$ cat config.mk
export PLATFORM = sky130hd
export DESIGN_NAME = spm_dma
export DESIGN_NICKNAME = d
export VERILOG_FILES = /design/src/rtl/spm_dma.sv
export SDC_FILE = /design/constraint.sdc
export NUM_CORES = 1
export LEC_CHECK = 0
export CORE_MARGIN = 3
export CORE_UTILIZATION = 25
export CTS_CLUSTER_DIAMETER = 150
export DETAILED_ROUTE_END_ITERATION = 7
export GPL_TIMING_DRIVEN = 0
export RECOVER_POWER = 100
export SYNTH_ARGS = -nofsm -noshare
export SYNTH_HDL_FRONTEND = slang
export SYNTH_SLANG_ARGS = --single-unit
$ cat constraint.sdc
create_clock -name clk -period 2.27 [get_ports clk]
set_input_delay 0.454 -clock clk [delete_from_list [all_inputs] [get_ports clk]]
set_output_delay 0.454 -clock clk [all_outputs]
set_load 0.03 [all_outputs]
$ cat src/rtl/spm_dma.sv
// -----------------------------------------------------------------------------
// spm_dma
// -----------------------------------------------------------------------------
// Block-copy engine acting as the initiator on port B of the scratch-pad
// memory. Software supplies a source, a destination and a word count; the
// engine then alternates a read cycle (RD) and a write cycle (WR) per word,
// copying in strictly ascending address order. Addresses wrap modulo
// 2^ADDR_W. Overlapping ranges behave as a plain word-by-word forward copy.
//
// Optional feature (compile-time macro SPM_DMA_FILL_EN):
//   adds fill_mode / fill_data. A start with fill_mode=1 latches fill_data
//   and writes it to N consecutive destination words, one per cycle, with no
//   read phase. Without the macro the block is copy-only.
//
// Ports:
//   clk          system clock
//   reset        asynchronous, active-high reset
//   start        one-cycle request, honoured only while idle
//   src_addr     first source word address (copy mode)
//   dst_addr     first destination word address
//   len          word count, 0..2^ADDR_W; larger values saturate
//   abort        cancel the running transfer (no done pulse)
//   fill_mode    (SPM_DMA_FILL_EN only) select pattern-fill mode
//   fill_data    (SPM_DMA_FILL_EN only) pattern written in fill mode
//   busy         high while a transfer is in progress
//   done         one-cycle pulse on normal completion
//   spm_addr     SPM port B word address (registered)
//   spm_wr_data  SPM port B write data
//   spm_we       SPM port B write enable (registered)
//   spm_rd_data  SPM port B read data, one cycle after the address
// -----------------------------------------------------------------------------
module spm_dma #(
    parameter int ADDR_W = 12,
    parameter int DATA_W = 32,
    parameter int LEN_W  = 13
) (
    input  logic              clk,
    input  logic              reset,
    input  logic              start,
    input  logic [ADDR_W-1:0] src_addr,
    input  logic [ADDR_W-1:0] dst_addr,
    input  logic [LEN_W-1:0]  len,
    input  logic              abort,
`ifdef SPM_DMA_FILL_EN
    input  logic              fill_mode,
    input  logic [DATA_W-1:0] fill_data,
`endif
    output logic              busy,
    output logic              done,
    output logic [ADDR_W-1:0] spm_addr,
    output logic [DATA_W-1:0] spm_wr_data,
    output logic              spm_we,
    input  logic [DATA_W-1:0] spm_rd_data
);

    typedef enum logic [1:0] {
        IDLE = 2'd0,
        RD   = 2'd1,
        WR   = 2'd2
    } state_t;

    // A full-memory transfer is the largest meaningful length.
    localparam logic [LEN_W-1:0] MAX_LEN = LEN_W'(2 ** ADDR_W);

    state_t            state_q, state_d;
    logic [ADDR_W-1:0] src_q, src_d;
    logic [ADDR_W-1:0] dst_q, dst_d;
    logic [ADDR_W-1:0] addr_q, addr_d;
    logic [LEN_W-1:0]  cnt_q, cnt_d;
    logic [LEN_W-1:0]  len_sat;
    logic              busy_q, busy_d;
    logic              done_q, done_d;
    logic              we_q, we_d;
    logic              fill_q, fill_d;
`ifdef SPM_DMA_FILL_EN
    logic [DATA_W-1:0] pat_q, pat_d;
`endif

    assign len_sat = (len > MAX_LEN) ? MAX_LEN : len;

    // Next-state and next-output logic. Outputs are computed one cycle ahead
    // so that busy, done, spm_addr and spm_we all come straight from flops.
    always_comb begin
        state_d = state_q;
        src_d   = src_q;
        dst_d   = dst_q;
        addr_d  = addr_q;
        cnt_d   = cnt_q;
        busy_d  = busy_q;
        done_d  = 1'b0;
        we_d    = 1'b0;
        fill_d  = fill_q;
`ifdef SPM_DMA_FILL_EN
        pat_d   = pat_q;
`endif
        unique case (state_q)
            IDLE: begin
                // abort takes priority over a simultaneous start
                if (start && !abort) begin
                    if (len == '0) begin
                        done_d = 1'b1;
                    end else begin
                        src_d  = src_addr;
                        dst_d  = dst_addr;
                        cnt_d  = len_sat;
                        busy_d = 1'b1;
`ifdef SPM_DMA_FILL_EN
                        if (fill_mode) begin
                            fill_d  = 1'b1;
                            pat_d   = fill_data;
                            state_d = WR;
                            addr_d  = dst_addr;
                            we_d    = 1'b1;
                        end else
`endif
                        begin
                            fill_d  = 1'b0;
                            state_d = RD;
                            addr_d  = src_addr;
                        end
                    end
                end
            end

            RD: begin
                if (abort) begin
                    state_d = IDLE;
                    busy_d  = 1'b0;
                end else begin
                    state_d = WR;
                    addr_d  = dst_q;
                    we_d    = 1'b1;
                end
            end

            WR: begin
                if (abort) begin
                    // the write already on the bus lands at this edge
                    state_d = IDLE;
                    busy_d  = 1'b0;
                end else begin
                    src_d = src_q + ADDR_W'(1);
                    dst_d = dst_q + ADDR_W'(1);
                    cnt_d = cnt_q - LEN_W'(1);
                    if (cnt_q == LEN_W'(1)) begin
                        state_d = IDLE;
                        busy_d  = 1'b0;
                        done_d  = 1'b1;
                    end else if (fill_q) begin
                        // fill stays in WR, one word per cycle
                        addr_d = dst_q + ADDR_W'(1);
                        we_d   = 1'b1;
                    end else begin
                        state_d = RD;
                        addr_d  = src_q + ADDR_W'(1);
                    end
                end
            end

            default: begin
                state_d = IDLE;
                busy_d  = 1'b0;
            end
        endcase
    end

    always_ff @(posedge clk or posedge reset) begin
        if (reset) begin
            state_q <= IDLE;
            src_q   <= '0;
            dst_q   <= '0;
            addr_q  <= '0;
            cnt_q   <= '0;
            busy_q  <= 1'b0;
            done_q  <= 1'b0;
            we_q    <= 1'b0;
            fill_q  <= 1'b0;
`ifdef SPM_DMA_FILL_EN
            pat_q   <= '0;
`endif
        end else begin
            state_q <= state_d;
            src_q   <= src_d;
            dst_q   <= dst_d;
            addr_q  <= addr_d;
            cnt_q   <= cnt_d;
            busy_q  <= busy_d;
            done_q  <= done_d;
            we_q    <= we_d;
            fill_q  <= fill_d;
`ifdef SPM_DMA_FILL_EN
            pat_q   <= pat_d;
`endif
        end
    end

    assign busy     = busy_q;
    assign done     = done_q;
    assign spm_addr = addr_q;
    assign spm_we   = we_q;

    // Copy mode forwards the word read in RD straight through during WR.
`ifdef SPM_DMA_FILL_EN
    assign spm_wr_data = fill_q ? pat_q : spm_rd_data;
`else
    assign spm_wr_data = spm_rd_data;
`endif

endmodule

==> metrics.md <==
| Metric | Value |
|---|---|
| Destination of the worst hold path | spm_addr[2]$_DFFE_PP0P_ |
| Number of global-route vias before repair | 3731 |
| Register area | 1350 um2 |
| Max Root-Sink Buffers | 2 |
| First-pass GRT wire length | 19700 um |
| Vias per cell | 5.23 |
| Sequential fraction of the synthesis area | 36.1% |
| Number of core rows | 44 |
| Max_slew headroom | 48.0% |
| Post-Syn Instances | 450 |
| Largest net degree at the start of global routing | 37 |
| Top_reg_cell synth | dfrtp_1 |
| R2r setup slk | 0.15 ns |
| Area leader, netlist | dfrtp_1 |
| Worst hold-check path type | reg -> reg |
| Worst-path clk slew | 0.07 ns |
| Die area | 16500 um2 |
| Clock root cell | clkbuf_16 |
| Clock sink total | 54 |
| Crit-path max FO | 5 |
| YS warnings | 0 |
| Dpl hpwl | 9310 um |
| Count of pins over their slew limit | 0 |
| Gr usage total | 14.8% |
| Min-delay src | spm_addr[2]$_DFFE_PP0P_ |
| Clock period minus worst slack | 2.22 ns |
| Port Buffers | 87 |
| Clk_skew | 0.00680 ns |
| Post-Syn Area | 3740 um2 |
| Nets | 635 |
| WP data required | 2.45 ns |
| Core ar. | 14600 um2 |
| TritonRoute pass-1 iters | 5 |
| PD cells | 1240 nW/um2 |
| First DRT Iteration DRCs | 348 |
| DRC | 0 |
| Main area contributors after synthesis | dfrtp_1 36%, buf_4 7.2%, nand2_1 4.9%, a21oi_1 4.3%, nand3_1 3.1% |
| Routed wire length | 12500 um |
| EDFF count, synth | 0 |
| Post-synth ARST share | 100% |
| Post-synth top area share | 36.1% |
| Yosys reg bits | 54 |
| Final setup violation count | 0 |
| CTS tree | done |
| Post-route ant nets | 0 |
| CTS Hold Buffers Added | 0 |
| Hold depth | 2 |
| Max Cap Viol | 0 |
| Routed vias | 3864 |
| Max Freq | 450 MHz |
| Die Y | 128 um |
| Slew @ Worst Pin | 0.779 ns |
| Filler Cell Count | 1470 |
| Critical Path AT | 2.41 ns |
| Hold WS | 0.480 ns |
| Setup tns final | 0 ns |
| Crit path capture type | flip-flop |
| Io pins | 120 |
| Reg-to-reg startpoint | state_q[1]$_DFFE_PP0P_ |
| WS Path Type | in -> reg |
| Leakage power | 2.07 nW |
| Ant. Diodes | 0 |
| Htree depth | 2 |
| Die width | 128 um |
| Multi-input gate area | 2050 um2 |
| CTS buffer count | 5 |
| DR WL/cell | 16.9 um |
| Initial core utilization | 25.6% |
| Peak VDD IR | 0.468 mV |
| Post-layout util | 35.6% |
| Synthesized area per cell | 8.31 um2 |
| Distinct cells, synth | 54 |
| Overall Power | 6.46 mW |
| Worst-skew pair later-pin latency | 0.30 ns |
| GP Congestion | 0.899 |
| Layout cells sized above 1 | 14.6% |
| Worst setup SP type | input pin |
| Status | completed |
| Total gr overflow | 0 |
| Final Cycle Share | 98.0% |
| Final hold viol count | 0 |
| Initial antenna violation count | 0 |
| Worst reg2reg path endpoint | cnt_q[2]$_DFFE_PP0P_ |
| R2R depth | 9 |
| Post-synth net total | 531 |
| Area delta synth->final | 38.8% |
## how the worst max path moves through the flow
stage / from / end / slack, ns / cells after the start
2_1_floorplan: state_q[0]$_DFFE_PP0P_ / src_q[10]$_DFFE_PP0P_ / 0.24 / 8
3_3_place_gp: reset / dst_q[7]$_DFFE_PP0P_ / -0.72 / 2
3_5_place_dp: len[5] / src_q[10]$_DFFE_PP0P_ / -0.58 / 7
4_1_cts: state_q[0]$_DFFE_PP0P_ / cnt_q[0]$_DFFE_PP0P_ / 0.03 / 7
5_1_grt: len[2] / spm_addr[4]$_DFFE_PP0P_ / -0.01 / 8
6_report: len[0] / cnt_q[2]$_DFFE_PP0P_ / 0.05 / 8
## synthesized netlist by cell type, types with 6 or more instances
master,count
a31oi_1,9
o22ai_1,10
nor3_1,13
mux2i_1,9
nor2b_1,6
nor2_1,30
ha_1,8
buf_4,36
nand3_1,23
nand4_1,14
a2bb2oi_1,11
o21ai_0,20
nand2_1,49
inv_1,14
a21oi_1,32
xnor2_1,8
dfrtp_1,54
a221oi_1,7
clkbuf_1,12
o21ai_1,8
## area by class of cell
cell class	instances	share of cell area (%)
inverter	15	1.09
timing repair buffer	97	18.5
multi-input combinational	323	39.5
tap	184	4.44
clock inverter	1	0.579
buffer	58	7.35
sequential	54	26.0
clock buffer	7	2.56
## flip-flops by register name (all words and copies together) (netlist names)
signal,flops
state_q,2
src_q,12
cnt_q,13
spm_addr,12
spm_we,1
dst_q,12
busy,1
done,1
## through the flow
stage | setup WS (ns) | area (um2) | instances
global placement | -0.724 | 4840 | 721
detailed placement | -0.585 | 4860 | 722
global route | -0.0113 | 5190 | 739
floorplan | 0.238 | 3740 | 450
finish | 0.0460 | 5190 | 739
CTS | 0.0278 | 5080 | 731
## repair_timing
action / in CTS / in global routing
endpoints found under the hold margin: 0 / 0
cloned: 0 / 0
setup endpoints to repair: 49 / 49
pin swaps: 1 / 5
setup buffers: 1 / 8
resized for setup: 10 / 14
## power breakdown
group          internal (mW)  switching, mW  total [mW]
Clock                  0.523          0.368       0.891
Sequential              1.44          0.529        1.96
Combinational           1.44           2.16        3.60
## cells in the final DEF, fill, tap and decap left out, types with 5 or more instances in the layout
cell type,instances
nand3_1,23
a221oi_1,7
xnor2_1,8
clkbuf_16,5
a31oi_1,9
o21ai_0,21
nor2_1,30
nand4_1,14
ha_1,7
o22ai_1,10
buf_4,45
clkbuf_2,8
a21oi_1,31
clkdlybuf4s50_1,39
nor3_1,13
a2bb2oi_1,11
o21ai_1,7
mux2i_1,9
nand2_1,49
o31ai_1,5
inv_1,14
dfrtp_1,54
dlygate4sd3_1,48
clkbuf_1,10
nor2b_1,6
## worst max-delay path: stages
cell	delay [ns]
clkdlybuf4s50_1	0.48
nor4_4	0.38
and4_1	0.24
clkbuf_2	0.19
nor2_4	0.08
buf_4	0.15
and3_1	0.16
a221o_1	0.27
## cells by family (layout without fill, tap and decap cells)
family | count (synthesis) | after routing | share of synthesized area [%]
adder cells (fa/ha/maj) | 8 | 8 | 2.68
buffers and inverters | 73 | 178 | 11.4
AO/OA/AOI/OAI | 127 | 127 | 21.9
multiplexers | 10 | 10 | 2.71
flip-flops | 54 | 54 | 36.1
XOR/XNOR | 10 | 10 | 2.34
AND/OR/NAND/NOR | 168 | 168 | 22.9
## per-layer routing
layer	vias to the layer above	GRT usage, %	wire, um
li1	1828	-	-
met5	-	0	0
met1	1830	20.0	5600
met2	180	23.8	5690
met4	0	5.31	332
met3	26	2.54	897
Note: power is estimated with default switching activity, not from simulation.
